==> src/rtl/rf_pkg.sv <==
// Shared register-file constants and the write-back request record.
package rf_pkg;
  localparam int RF_ADDR_W = 6;
  localparam int RF_DATA_W = 16;
  localparam logic [RF_ADDR_W-1:0] RF_ZERO_ADDR = '0;

  typedef struct packed {
    logic                 vld;
    logic [RF_ADDR_W-1:0] addr;
    logic [RF_DATA_W-1:0] data;
  } wb_req_t;
endpackage

==> src/rtl/rf_wb_arb_if.sv <==
// Write-back requester bus, RF write port and decode hazard lookup.
interface rf_wb_arb_if
  import rf_pkg::*;
#(
  parameter int NUM_REQ = 3,
  parameter int ADDR_W  = RF_ADDR_W,
  parameter int DATA_W  = RF_DATA_W
);
  // Handshake: a transfer happens in any cycle where req_vld[i] & req_rdy[i];
  // requester i keeps vld/addr/data stable until then and may drop vld early.
  logic [NUM_REQ-1:0]        req_vld;
  logic [NUM_REQ*ADDR_W-1:0] req_addr;
  logic [NUM_REQ*DATA_W-1:0] req_data;
  logic [NUM_REQ-1:0]        req_rdy;
  logic                      rf_we;
  logic [ADDR_W-1:0]         rf_dst_addr;
  logic [DATA_W-1:0]         rf_dst;
  logic [ADDR_W-1:0]         hz_addr0;
  logic [ADDR_W-1:0]         hz_addr1;
  logic                      hz_pend0;
  logic                      hz_pend1;

  modport master (
    output req_vld, req_addr, req_data, hz_addr0, hz_addr1,
    input  req_rdy, rf_we, rf_dst_addr, rf_dst, hz_pend0, hz_pend1
  );

  modport slave (
    input  req_vld, req_addr, req_data, hz_addr0, hz_addr1,
    output req_rdy, rf_we, rf_dst_addr, rf_dst, hz_pend0, hz_pend1
  );
endinterface

==> src/rtl/rr_arb.sv <==
// Combinational round-robin grant: first set request at or after ptr wins.
module rr_arb #(
  parameter  int NUM_REQ = 3,
  localparam int PTR_W   = $clog2(NUM_REQ)
) (
  input  logic [NUM_REQ-1:0] req,
  input  logic [PTR_W-1:0]   ptr,
  output logic [NUM_REQ-1:0] gnt,
  output logic [PTR_W-1:0]   gnt_idx,
  output logic               gnt_vld
);
  always_comb begin
    int idx;
    idx     = 0;
    gnt     = '0;
    gnt_idx = '0;
    gnt_vld = 1'b0;
    // Scan farthest-first so the candidate closest to ptr overwrites the rest.
    for (int k = NUM_REQ - 1; k >= 0; k--) begin
      idx = int'(ptr) + k;
      if (idx >= NUM_REQ) idx = idx - NUM_REQ;
      if (req[idx]) begin
        gnt      = '0;
        gnt[idx] = 1'b1;
        gnt_idx  = PTR_W'(idx);
        gnt_vld  = 1'b1;
      end
    end
  end
endmodule

==> src/rtl/rf_wb_arb.sv <==
// Write-back arbiter: round-robin grant onto the registered RF write port,
// plus pending-write hazard lookup for the two decode read addresses.
module rf_wb_arb
  import rf_pkg::*;
#(
  parameter  int NUM_REQ = 3,
  parameter  int ADDR_W  = RF_ADDR_W,
  parameter  int DATA_W  = RF_DATA_W,
  localparam int PTR_W   = $clog2(NUM_REQ)
) (
  input  logic             clk,
  input  logic             rst,
  input  logic             flush,
  rf_wb_arb_if.slave       bus,
  output logic [PTR_W-1:0] rr_ptr_dbg
);
  localparam logic [ADDR_W-1:0] ZERO_ADDR = ADDR_W'(RF_ZERO_ADDR);

  logic [PTR_W-1:0]   rr_ptr;
  logic [PTR_W-1:0]   gnt_idx;
  logic [NUM_REQ-1:0] req_eff;
  logic [NUM_REQ-1:0] gnt;
  logic               gnt_vld;
  logic [ADDR_W-1:0]  win_addr;
  logic [DATA_W-1:0]  win_data;
  logic               we_q;
  logic [ADDR_W-1:0]  addr_q;
  logic [DATA_W-1:0]  data_q;
  logic               hit0;
  logic               hit1;

  assign req_eff = flush ? '0 : bus.req_vld;

  rr_arb #(.NUM_REQ(NUM_REQ)) u_rr_arb (
    .req     (req_eff),
    .ptr     (rr_ptr),
    .gnt     (gnt),
    .gnt_idx (gnt_idx),
    .gnt_vld (gnt_vld)
  );

  assign bus.req_rdy = gnt;
  assign win_addr    = bus.req_addr[int'(gnt_idx)*ADDR_W +: ADDR_W];
  assign win_data    = bus.req_data[int'(gnt_idx)*DATA_W +: DATA_W];

  // Grants to the zero register are consumed but never write.
  always_ff @(posedge clk or posedge rst) begin
    if (rst) begin
      we_q   <= 1'b0;
      addr_q <= '0;
      data_q <= '0;
      rr_ptr <= '0;
    end else if (flush) begin
      we_q   <= 1'b0;
      rr_ptr <= '0;
    end else if (gnt_vld) begin
      we_q   <= (win_addr != ZERO_ADDR);
      addr_q <= win_addr;
      data_q <= win_data;
      rr_ptr <= (int'(gnt_idx) == NUM_REQ - 1) ? '0 : gnt_idx + 1'b1;
    end else begin
      we_q   <= 1'b0;
    end
  end

  assign bus.rf_we       = we_q;
  assign bus.rf_dst_addr = addr_q;
  assign bus.rf_dst      = data_q;
  assign rr_ptr_dbg      = rr_ptr;

  // Hazard looks at raw req_vld so a flushed cycle still reports queued writes.
  always_comb begin
    hit0 = we_q && (addr_q == bus.hz_addr0);
    hit1 = we_q && (addr_q == bus.hz_addr1);
    for (int i = 0; i < NUM_REQ; i++) begin
      if (bus.req_vld[i] && (bus.req_addr[i*ADDR_W +: ADDR_W] == bus.hz_addr0)) hit0 = 1'b1;
      if (bus.req_vld[i] && (bus.req_addr[i*ADDR_W +: ADDR_W] == bus.hz_addr1)) hit1 = 1'b1;
    end
  end

  assign bus.hz_pend0 = hit0 && (bus.hz_addr0 != ZERO_ADDR);
  assign bus.hz_pend1 = hit1 && (bus.hz_addr1 != ZERO_ADDR);
endmodule
==> src/flat_wrapper.sv <==
// flat-port wrapper written by rule: the top's interface ports become plain ports
module rf_wb_arb_flat import rf_pkg::*;
#(
  parameter  int NUM_REQ = 3,
  parameter  int ADDR_W  = RF_ADDR_W,
  parameter  int DATA_W  = RF_DATA_W,
  localparam int PTR_W   = $clog2(NUM_REQ)
)
  (clk, rst, flush, rr_ptr_dbg, bus_req_vld, bus_req_addr, bus_req_data, bus_hz_addr0, bus_hz_addr1, bus_req_rdy, bus_rf_we, bus_rf_dst_addr, bus_rf_dst, bus_hz_pend0, bus_hz_pend1);
  rf_wb_arb_if #(.NUM_REQ(NUM_REQ), .ADDR_W(ADDR_W), .DATA_W(DATA_W)) bus_i ();
  input  logic clk;
  input  logic rst;
  input  logic flush;
  output logic [PTR_W-1:0] rr_ptr_dbg;
  input wire logic [$bits(bus_i.req_vld)-1:0] bus_req_vld;
  input wire logic [$bits(bus_i.req_addr)-1:0] bus_req_addr;
  input wire logic [$bits(bus_i.req_data)-1:0] bus_req_data;
  input wire logic [$bits(bus_i.hz_addr0)-1:0] bus_hz_addr0;
  input wire logic [$bits(bus_i.hz_addr1)-1:0] bus_hz_addr1;
  output wire logic [$bits(bus_i.req_rdy)-1:0] bus_req_rdy;
  output wire logic [$bits(bus_i.rf_we)-1:0] bus_rf_we;
  output wire logic [$bits(bus_i.rf_dst_addr)-1:0] bus_rf_dst_addr;
  output wire logic [$bits(bus_i.rf_dst)-1:0] bus_rf_dst;
  output wire logic [$bits(bus_i.hz_pend0)-1:0] bus_hz_pend0;
  output wire logic [$bits(bus_i.hz_pend1)-1:0] bus_hz_pend1;
  assign bus_i.req_vld = bus_req_vld;
  assign bus_i.req_addr = bus_req_addr;
  assign bus_i.req_data = bus_req_data;
  assign bus_i.hz_addr0 = bus_hz_addr0;
  assign bus_i.hz_addr1 = bus_hz_addr1;
  assign bus_req_rdy = bus_i.req_rdy;
  assign bus_rf_we = bus_i.rf_we;
  assign bus_rf_dst_addr = bus_i.rf_dst_addr;
  assign bus_rf_dst = bus_i.rf_dst;
  assign bus_hz_pend0 = bus_i.hz_pend0;
  assign bus_hz_pend1 = bus_i.hz_pend1;
  rf_wb_arb #(.NUM_REQ(NUM_REQ), .ADDR_W(ADDR_W), .DATA_W(DATA_W)) u_core (.clk(clk), .rst(rst), .flush(flush), .bus(bus_i), .rr_ptr_dbg(rr_ptr_dbg));
endmodule
==> config.mk <==
export PLATFORM = sky130hd
export DESIGN_NAME = rf_wb_arb_flat
export DESIGN_NICKNAME = d
export VERILOG_FILES = /design/src/rtl/rf_pkg.sv /design/src/rtl/rf_wb_arb_if.sv /design/src/rtl/rr_arb.sv /design/src/rtl/rf_wb_arb.sv /design/src/flat_wrapper.sv
export SDC_FILE = /design/constraint.sdc
export NUM_CORES = 1
export LEC_CHECK = 0
export CAP_MARGIN = 20
export CORE_ASPECT_RATIO = 0.6
export CORE_MARGIN = 2
export CORE_UTILIZATION = 38
export CTS_BUF_LIST = sky130_fd_sc_hd__clkbuf_8 sky130_fd_sc_hd__clkbuf_16
export DETAILED_ROUTE_END_ITERATION = 6
export GPL_TIMING_DRIVEN = 0
export PLACE_DENSITY = 0.79
export SYNTH_ARGS = -nofsm -noshare
export SYNTH_HDL_FRONTEND = slang
export SYNTH_HIERARCHICAL = 1
export SYNTH_SLANG_ARGS = --single-unit
export TNS_END_PERCENT = 50
==> constraint.sdc <==
create_clock -name clk -period 2.6 [get_ports clk]
set_input_delay 0.26 -clock clk [delete_from_list [all_inputs] [get_ports clk]]
set_output_delay 0.26 -clock clk [all_outputs]
set_load 0.005 [all_outputs]
Word-level counts from Yosys, hierarchy flattened
Cells that the tools add are included.
{"block": "word_totals", "regBits": 25, "latchBits": 0, "ramBits": 0, "romBits": 0, "in_bits": 84, "elab_cells": 89, "memories": 0}
{"block": "op_classes", "n_addsub": 6, "mul": 1, "div_mod_pow": 0, "magnitude_cmp": 9, "eq_ne": 9, "n_shift": 2, "mux": 39, "n_bitwise": 1, "n_reduce_logical": 18}
{"op": "$ge A32 B1 Y1 const B", "count": 3}
{"op": "$lt A32 B4 Y1 const B", "count": 3}
{"op": "$mux W32", "count": 3}
{"op": "$eq A6 B6 Y1", "count": 8}
{"op": "$shiftx A48 B7 Y16", "count": 1}
{"op": "$ge A32 B3 Y1 const B", "count": 1}
{"op": "$shiftx A18 B32 Y6", "count": 1}
{"op": "$sub A32 B3 Y32 const B", "count": 1}
{"op": "$mux W1", "count": 20}
{"op": "$reduce_bool A6 Y1", "count": 3}
{"op": "$logic_and A1 B1 Y1", "count": 13}
{"op": "$mux W2", "count": 6}
{"op": "$mux W3", "count": 4}
{"op": "$bmux W1 S2", "count": 3}
{"op": "$demux W1 S2", "count": 3}
{"op": "$mul A2 B2 Y4 const B", "count": 1}
{"op": "$sub A3 B2 Y4 const B", "count": 1}
{"op": "$add A2 B1 Y3 const B", "count": 1}
{"op": "$add A2 B2 Y3 const B", "count": 1}
{"op": "$ge A3 B2 Y1 const B", "count": 1}
{"op": "$sub A2 B2 Y3 const B", "count": 1}
{"op": "$add A2 B1 Y2 const B", "count": 1}
{"op": "$eq A2 B2 Y1 const B", "count": 1}
{"op": "$ge A2 B2 Y1 const B", "count": 1}
{"op": "other kinds (3)", "count": 3}

Longest topological paths before layout
Gate-level depths: netlist of run 1.
{"block": "depth", "ltp_word": 14, "ltp_mapped": 14}

Cells and area by module
The synthesis of run 1 kept the hierarchy.
{"module": "rf_wb_arb", "n_inst": 1, "cells_per_inst": 245, "area_each_um2": 2031.9}
{"module": "rr_arb", "n_inst": 1, "cells_per_inst": 45, "area_each_um2": 345.3}

Worst setup path before layout of run 1
No wires, ideal clock.
{"block": "synth_timing", "kind": "reg-to-reg", "startpoint": "register u_core.rr_ptr[0] (netlist: u_core/rr_ptr_dbg[0])", "endpoint": "register u_core.we_q (netlist: u_core/bus.rf_we)", "arrival_time_ns": 2.314, "required_ns": 2.481, "path_slack_ns": 0.167, "path_stages_with_launch": 15, "synth_period_minus_slack_ns": 2.433, "path_cell_list": "dfrtp_1 > inv_1 > ha_1 > buf_2 > nor2b_1 > o211ai_1 > a2bb2oi_1 > o22ai_1 > buf_6 > buf_8 > mux2i_1 > nor2_1 > a21oi_2 > nand4_1 > o21ba_1"}
{"block": "synth_via", "elab_chain_len": 14, "elab_cells_between_ends": 31, "cone_classes": "add/sub: 5; mul: 1; order compare: 3; shift: 1; mux: 20; reduce/logical: 1"}
{"element": "start: declaration", "line": "rf_wb_arb.sv:19", "text": "logic [PTR_W-1:0] rr_ptr;"}
{"element": "start signal: assignment", "line": "rf_wb_arb.sv:60", "text": "rr_ptr <= (int'(gnt_idx) == NUM_REQ - 1) ? '0 : gnt_idx + 1'b1;"}
{"element": "$add A2 B2 Y3", "line": "rr_arb.sv:20", "text": "idx = int'(ptr) + k;"}
{"element": "$sub A32 B3 Y32 / $ge A32 B3 Y1 (equally long branches)", "line": "rr_arb.sv:21", "text": "if (idx >= NUM_REQ) idx = idx - NUM_REQ;"}
{"element": "$mux W32", "line": "rr_arb.sv:21"}
{"element": "$bmux W1 S2", "line": "rr_arb.sv:22", "text": "if (req[idx]) begin"}
{"element": "$mux W1 (implied by the code) (2 in series)", "line": "rr_arb.sv:22"}
{"element": "$mux W2 (2 in series)", "line": "rr_arb.sv:22"}
{"element": "$mux W2 *", "line": "rr_arb.sv:22"}
{"element": "via u_core.gnt_idx[1]", "line": "rf_wb_arb.sv:20", "text": "logic [PTR_W-1:0] gnt_idx;"}
{"element": "$mul A2 B2 Y4 *", "line": "rf_wb_arb.sv:43", "text": "assign win_addr = bus.req_addr[int'(gnt_idx)*ADDR_W +: ADDR_W];"}
{"element": "$shiftx A18 B32 Y6 *", "line": "rf_wb_arb.sv:43"}
{"element": "$reduce_bool A6 Y1 *", "line": "rf_wb_arb.sv:57", "text": "we_q <= (win_addr != ZERO_ADDR);"}
{"element": "$mux W1 *", "line": "rf_wb_arb.sv:56", "text": "end else if (gnt_vld) begin"}
{"element": "$mux W1 *", "line": "rf_wb_arb.sv:53", "text": "end else if (flush) begin"}
{"element": "end signal: assignment", "line": "rf_wb_arb.sv:57"}
{"element": "end: declaration", "line": "rf_wb_arb.sv:26", "text": "logic we_q;"}
Mark *: on every way through the listed nets, which the timed path passes. The rest lies on a longest branch. The select of a mux whose other input is x is not followed.
A chain may end at the register's enable or synchronous reset.

Worst setup path after layout of run 1
{"block": "layout_timing", "startpoint": "input bus_req_vld[0]", "endpoint": "output bus_req_rdy[0]"}
{"block": "layout_via", "elab_chain_len": 7, "elab_cells_between_ends": 13, "cone_classes": "mux: 13"}
{"element": "start: declaration", "line": "flat_wrapper.sv:15", "text": "input wire logic [$bits(bus_i.req_vld)-1:0] bus_req_vld;"}
{"element": "$mux W3 *", "line": "rf_wb_arb.sv:32", "text": "assign req_eff = flush ? '0 : bus.req_vld;"}
{"element": "via u_core.req_eff[0]", "line": "rf_wb_arb.sv:21", "text": "logic [NUM_REQ-1:0] req_eff;"}
{"element": "$bmux W1 S2", "line": "rr_arb.sv:22"}
{"element": "$mux W1 (implied by the code) (2 in series)", "line": "rr_arb.sv:22"}
{"element": "$mux W3 (2 in series)", "line": "rr_arb.sv:22"}
{"element": "$mux W3 *", "line": "rr_arb.sv:22"}
{"element": "end: declaration", "line": "flat_wrapper.sv:20", "text": "output wire logic [$bits(bus_i.req_rdy)-1:0] bus_req_rdy;"}
Marks and branches as above.

==> results of run 1 <==
[state kept, by name, indices dropped and copies added, names as in the netlist]
signal / cells
u_core/bus.rf_dst: 16
u_core/rr_ptr_dbg: 2
u_core/bus.rf_we: 1
u_core/bus.rf_dst_addr: 6
[worst max path at each step]
stage | slack, ns | start | cells after the start | endpoint
floorplan | 0.17 | u_core/rr_ptr_dbg[0] | 14 | u_core/bus.rf_we
global placement | -0.38 | flush | 11 | u_core/bus.rf_we
detailed placement | -0.40 | flush | 11 | u_core/bus.rf_we
CTS | 0.003 | u_core/rr_ptr_dbg[0] | 8 | bus_req_rdy[1]
global route | -0.09 | u_core/rr_ptr_dbg[1] | 12 | u_core/bus.rf_we
finish | 0.004 | bus_req_vld[0] | 7 | bus_req_rdy[0]
[routing by layer]
metal	part of all wire	GRT usage	up-vias
li1	-	-	1231
met4	0.0033	0.0428	0
met1	0.46	0.305	1194
met5	0	0	-
met2	0.45	0.358	114
met3	0.091	0.0585	3
[cells in the mapped netlist (all sizes together), types with 2 or more instances]
cell type,n
o22ai,4
nand2,25
nor2b,7
xnor2,24
buf,24
nand2b,2
mux2i,28
nor4,12
inv,6
nand4,9
dfrtp,25
a31o,2
ha,4
clkbuf,3
nor2,30
a21oi,27
xor2,24
o21ai,24
[kinds of logic after synthesis]
group,Yosys count
AND/OR/NAND/NOR,87
AO/OA/AOI/OAI,64
XOR/XNOR,48
buffers and inverters,33
multiplexers,29
flip-flops,25
adder cells (fa/ha/maj),4
[worst register-to-register path: stages, from the launching register on]
cell      delay (ns)
dfrtp_2         0.46
inv_2           0.09
ha_4            0.16
buf_6           0.14
mux2i_2         0.23
o22ai_1         0.11
a21oi_2         0.16
a31o_1          0.30
clkbuf_4        0.28
nor2_1          0.08
a21oi_2         0.13
nand4_1         0.13
o21ba_1         0.20
[power groups by stage]
stage          registers [mW]  logic, mW  clock network (mW)
3_5_place_dp            0.712       1.39                   0
2_1_floorplan           0.701      0.709                   0
4_1_cts                 0.700       1.46               0.230
3_3_place_gp            0.700       1.36                   0
6_report                0.701       1.57               0.224
5_1_grt                 0.733       1.71               0.243
[timing repair]
action | in CTS | in global routing
hold buffers | 0 | 0
buffers inserted | 5 | 5
gates resized for setup | 13 | 26
endpoints found under the setup margin | 14 | 28
cloned | 0 | 1
pin swaps | 0 | 5
[cell type report]
class | instances | share of cell area
plain buffers | 27 | 0.0503
clock buffers | 3 | 0.0110
clock inverters | 1 | 0.000999
inverters | 6 | 0.00600
multi-input cells | 232 | 0.439
flip-flops and latches | 25 | 0.167
well taps | 84 | 0.0280
repair buffers | 112 | 0.297
==> flow_summary_export.csv, run 1 <==
group,metric,value,unit
grt,antenna_found_initial,0,
clock_network,cts_root_buffer,"clkbuf_8",
final_layout,instances_no_fill,490,
power_and_ir_drop,swShare,0.376,
route,ant_nets,0,
final_layout,fin_area,0.00376,mm²
placed_design,port_buffers,101,
grt,grt_usage,0.223,
synth,synth_edf_count,0,
clock_network,tritoncts,"built",
final_layout,final-seq-area,627,µm²
worst_setup_path,worstPathCellList,"clkdlybuf4s50_1 > nor2b_2 > mux2i_1 > nor2_1 > a32oi_1 > o22ai_1 > clkdlybuf4s50_1",
synth,synth_area,0.00238,mm²
timing,tns,0,ns
floorplan,start_util,0.391,
grt,grt_pass1_wl,12.4,mm
power_and_ir_drop,vdd_drop_max,0.318,mV
worst_setup_path,end_kind,"primary output",
timing,rsz0062_at_grt,"yes",
placed_design,dp_hpwl,5.98,mm
power_and_ir_drop,clkPwrFrac,0.090,
synth,postSynth.asyncResetShare,1.00,
power_and_ir_drop,p_int,1.56,mW
floorplan,dieHeight,65.3,µm
synth,ys_warn_count,6,
synth,synth-xor-area-share,0.177,
synth,synth_cells,290,
synth,synth.area.mux_share,0.128,
power_and_ir_drop,p_sw,936,µW
synth,syn_area_per_cell,8.20,µm²
synth,synth_top_area_cell,"dfrtp_1",
route,vias,2542,
timing,period_share,0.998,
route,first_pass_iters,4,
placed_design,dp.cells,475,
run,drv_cap,0,
power_and_ir_drop,p_seq_frac,0.281,
hold_path,whs_path_depth,2,
synth,synth.area.top_cells,"dfrtp_1 (26%), mux2i_1 (11%), xnor2_1 (8.8%)",
timing,maxSlewHeadroom,0.391,
synth,synth-seq-cells,25,
synth,synth_compound_area_frac,0.161,
worst_setup_path,cp_data_arrival_time,2.34,ns
final_layout,diodes,0,
worst_setup_path,cp_slowest_cell,"clkdlybuf4s50_1",
final_layout,num-nets-final,495,
floorplan,rows,22,
clock_network,clock_sinks,25,
final_layout,multi_input_area,0.00165,mm²
synth,ys.flop_type,"dfrtp_1",
synth,synth_nets,378,
floorplan,core_area,0.00608,mm²
floorplan,ioPinCount,114,
placed_design,place_area,0.00349,mm²
timing,clock_skew,0.00542,ns
worst_setup_path,reg2reg_from,"u_core/rr_ptr_dbg[1]",
final_layout,layout-drive-gt1-share,0.160,
worst_setup_path,path_class,"primary input to primary output",
route,wirelength,7.64,mm
worst_setup_path,worst-path-max-fanout,5,
timing,fmax,385,MHz
timing,drv_slew,0,
worst_setup_path,crit_required,2.34,ns
clock_network,clockBufferDepth,2,
worst_setup_path,r2r_slack,0.04,ns
hold_path,hp-class,"register to register",
grt,overflow,0,
grt,grt_start_max_net_pins,26,
clock_network,worstSkewPairLatency,0.27,ns
timing,layout_min_cycle_time,2.60,ns
synth,yosys.area_share.simple,0.173,
final_layout,layout_common_cells,"clkdlybuf4s50_1 (99), nor2_1 (30), mux2i_1 (25), nand2_1 (25)",
worst_setup_path,crit_top_cell,"clkdlybuf4s50_1",
outcome,status,"complete, no violations",
grt,grt_pass1_vias,2542,
clock_network,htree_num_levels,1,
route,drc_errors,0,
route,drt_iter0_markers,157,
hold_path,min_from,"u_core/bus.rf_dst[10]",
route,wl_per_cell,15.6,µm
timing,setup_viol,0,
power_and_ir_drop,combPwrFrac,0.629,
worst_setup_path,cp_slowest_stage_delay,0.55,ns
synth,yosysTopAreaCellShare,0.263,
final_layout,final_util,0.617,
final_layout,fillCellCount,521,
clock_network,clk_pin_slew_worst_paths,0.08,ns
clock_network,cts_buffers,3,
floorplan,dieArea,0.00693,mm²
timing,whs,0.484,ns
route,viasPerCell,5.19,
hold_path,min_to,"u_core/bus.rf_dst[10]",
power_and_ir_drop,p_total,2.49,mW
placed_design,place_congestion,0.915,
placed_design,pre_cts_ws,-0.403,ns
worst_setup_path,path_delay_family,"buffers and inverters",
final_layout,final_common_cell,"clkdlybuf4s50_1",
timing,hold_violations,0,
timing,tightest_slew,0.912,ns
worst_setup_path,ff2ff_path_depth,12,
timing,setup_slack,0.00408,ns
worst_setup_path,path_buf_inv,2,
synth,seq_area_frac_synth,0.263,
power_and_ir_drop,p_leak,1.50,nW
worst_setup_path,timing.rr.end,"u_core/bus.rf_we",
synth,synth_cell_types,35,
floorplan,die_w,106,µm
synth,synthAdderAreaFrac,0.0211,
synth,synth_top_family_by_area,"XOR/XNOR gates",
power_and_ir_drop,p_per_area,663,mW/mm²
worst_setup_path,cp-start-kind,"primary input",
final_layout,syn_to_final_growth,58.0,%
No activity file was read; power rests on OpenSTA's default activity.
==> run 2, diff against run 1 <==
Settings changed: GPL_ROUTABILITY_DRIVEN set to 0, GPL_TIMING_DRIVEN 0 to not set.
==> run 2 against run 1 <==
  * Clock power decreased by 4%
  * Clock skew decreased by 0.0032 ns
  * Die area unchanged
  * Fmax increased by 3.7%
  * Critical path type unchanged
==> flow_summary_export.csv, run 2 (same netlist as run 1, synthesis figures left out) <==
group,metric,value,unit
power_and_ir_drop,p_leak,1.52,nW
route,dr_wl_met2,3.44,mm
worst_setup_path,cp_slowest_stage_delay,0.61,ns
final_layout,largest_reg_flops,16,
final_layout,fillCellCount,530,
placed_design,port_buffers,113,
placed_design,pre_cts_ws,-0.200,ns
final_layout,diodes,0,
timing,hold_violations,0,
worst_setup_path,crit_top_cell,"clkdlybuf4s50_1",
worst_setup_path,path_buf_inv,2,
route,drt_iter0_markers,144,
floorplan,ioPinCount,114,
placed_design,place_area,0.00363,mm²
clock_network,clockBufferDepth,2,
final_layout,num-nets-final,495,
power_and_ir_drop,p_per_area,644,mW/mm²
timing,drv_slew,0,
placed_design,dp.cells,477,
worst_setup_path,worst-path-max-fanout,5,
clock_network,htree_num_levels,1,
worst_setup_path,end_kind,"primary output",
timing,clock_skew,0.00220,ns
timing,layout_min_cycle_time,2.50,ns
run,drv_cap,0,
route,first_pass_iters,4,
worst_setup_path,path_class,"primary input to primary output",
timing,maxSlewHeadroom,0.377,
outcome,status,"complete, no violations",
worst_setup_path,cp_data_arrival_time,2.24,ns
worst_setup_path,cp-start-kind,"primary input",
timing,rsz0062_at_grt,"yes",
floorplan,rows,22,
timing,tns,0,ns
route,ant_nets,0,
timing,setup_viol,0,
route,met3_length,565,µm
route,vias,2472,
hold_path,hp-class,"register to register",
grt,antenna_found_initial,0,
route,drc_errors,0,
clock_network,clk_pin_slew_worst_paths,0.08,ns
floorplan,start_util,0.391,
worst_setup_path,worstPathCellList,"clkdlybuf4s50_1 > xnor2_1 > nand4_1 > nor4_2 > nor4_1 > a21oi_1 > clkdlybuf4s50_1",
grt,grt_usage,0.207,
route,viasPerCell,5.04,
clock_network,worstSkewPairLatency,0.26,ns
clock_network,cts_root_buffer,"clkbuf_8",
floorplan,die_w,106,µm
clock_network,clock_sinks,25,
timing,tightest_slew,0.933,ns
worst_setup_path,cp-startpoint,"bus_hz_addr1[3]",
floorplan,core_area,0.00608,mm²
timing,period_share,0.963,
power_and_ir_drop,vdd_drop_max,0.349,mV
grt,overflow,0,
final_layout,instances_no_fill,490,
grt,grt_pass1_wl,11.6,mm
final_layout,fin_area,0.00384,mm²
clock_network,tritoncts,"built",
worst_setup_path,crit_required,2.34,ns
worst_setup_path,path_delay_family,"buffers and inverters",
floorplan,dieArea,0.00693,mm²
floorplan,dieHeight,65.3,µm
hold_path,min_from,"u_core/bus.rf_dst[11]",
clock_network,cts_hold_buf,0,
route,drt-met1-wl,3.37,mm
route,wirelength,7.41,mm
route,top_layer,"met4",
grt,grt_start_max_net_pins,46,
worst_setup_path,cp_slowest_cell,"clkdlybuf4s50_1",
timing,setup_slack,0.0972,ns
grt,grt_pass1_vias,2431,
worst_setup_path,reg2reg_from,"u_core/rr_ptr_dbg[1]",
final_layout,layout_common_cells,"clkdlybuf4s50_1 (110), nor2_1 (29), mux2i_1 (26), nand2_1 (25)",
route,wl_per_cell,15.1,µm
timing,fmax,400,MHz
final_layout,final_common_cell,"clkdlybuf4s50_1",
final_layout,syn_to_final_growth,61.5,%
final_layout,layout-drive-gt1-share,0.126,
clock_network,cts_buffers,3,
placed_design,dp_hpwl,5.84,mm
-- run 2: cell count changes in the layout (fill, tap and decap cells not counted), sizes merged --
| cell | delta |
|---|---|
| clkbuf | -4 |
| buf | -8 |
| dlymetal6s2s | +2 |
| clkdlybuf4s50 | +11 |
| dlygate4sd2 | -1 |
-- run 2: worst paths after layout --
| path | to | cells past startpoint | slack, ns |
|---|---|---|---|
| worst max-delay path | bus_hz_pend1 | 7 | 0.1 |
| worst min-delay path | u_core/bus.rf_dst[11] | 2 | 0.48 |
| worst max register to register | u_core/bus.rf_we | 11 | 0.1 |
| worst min register to register | u_core/bus.rf_dst[11] | 2 | 0.48 |
| max in group asynchronous | u_core/rr_ptr_dbg[0] | 2 | 1.47 |
| min in group asynchronous | u_core/bus.rf_dst[12] | 2 | 0.50 |
-- run 2: what timing repair did --
| item | 4_1_cts | 5_1_grt |
|---|---|---|
| pin swaps | 0 | 2 |
| resized for setup | 9 | 13 |
| setup endpoints to repair | 5 | 11 |
| setup buffers | 2 | 7 |
-- run 2: cell type report --
type / instances / area (µm²) / area share
tap: 84 / 105 / 0.0274
inverter: 6 / 22.5 / 0.00587
clock inverter: 1 / 3.75 / 0.000978
timing repair buffer: 139 / 1390 / 0.362
multi-input combinational: 232 / 1650 / 0.429
sequential: 25 / 628 / 0.164
clock buffer: 3 / 41.3 / 0.0108
-- run 2: worst reg2reg max path, delay by kind of cell, from the launching register on --
kind                     cells  cell delay (ns)
AND/OR/NAND/NOR              3             0.29
flip-flops                   1             0.47
adder cells (fa/ha/maj)      1             0.33
multiplexers                 1             0.19
buffers and inverters        1             0.20
AO/OA/AOI/OAI                5             0.91
-- run 2: report_power, final --
part           leakage [nW]  internal (mW)  switching (mW)  total (mW)
Sequential            0.310          0.560           0.143       0.703
Combinational          1.18          0.898           0.657        1.56
Clock                0.0269          0.105           0.110       0.215
-- run 2: per-layer routing --
| layer | up-vias | track usage |
|---|---|---|
| li1 | 1232 | - |
| met1 | 1129 | 0.270 |
| met2 | 105 | 0.360 |
| met3 | 6 | 0.0476 |
| met4 | 0 | 0.0263 |
| met5 | - | 0 |
-- run 2: per-stage QoR --
stage               total power [mW]  hold WS (ns)  utilization
global route                    2.66         0.518        0.631
detailed placement              2.15         0.470        0.597
global placement                2.12         0.464        0.597
CTS                             2.42         0.489        0.612
finish                          2.47         0.485        0.631
floorplan                       1.41         0.287            -
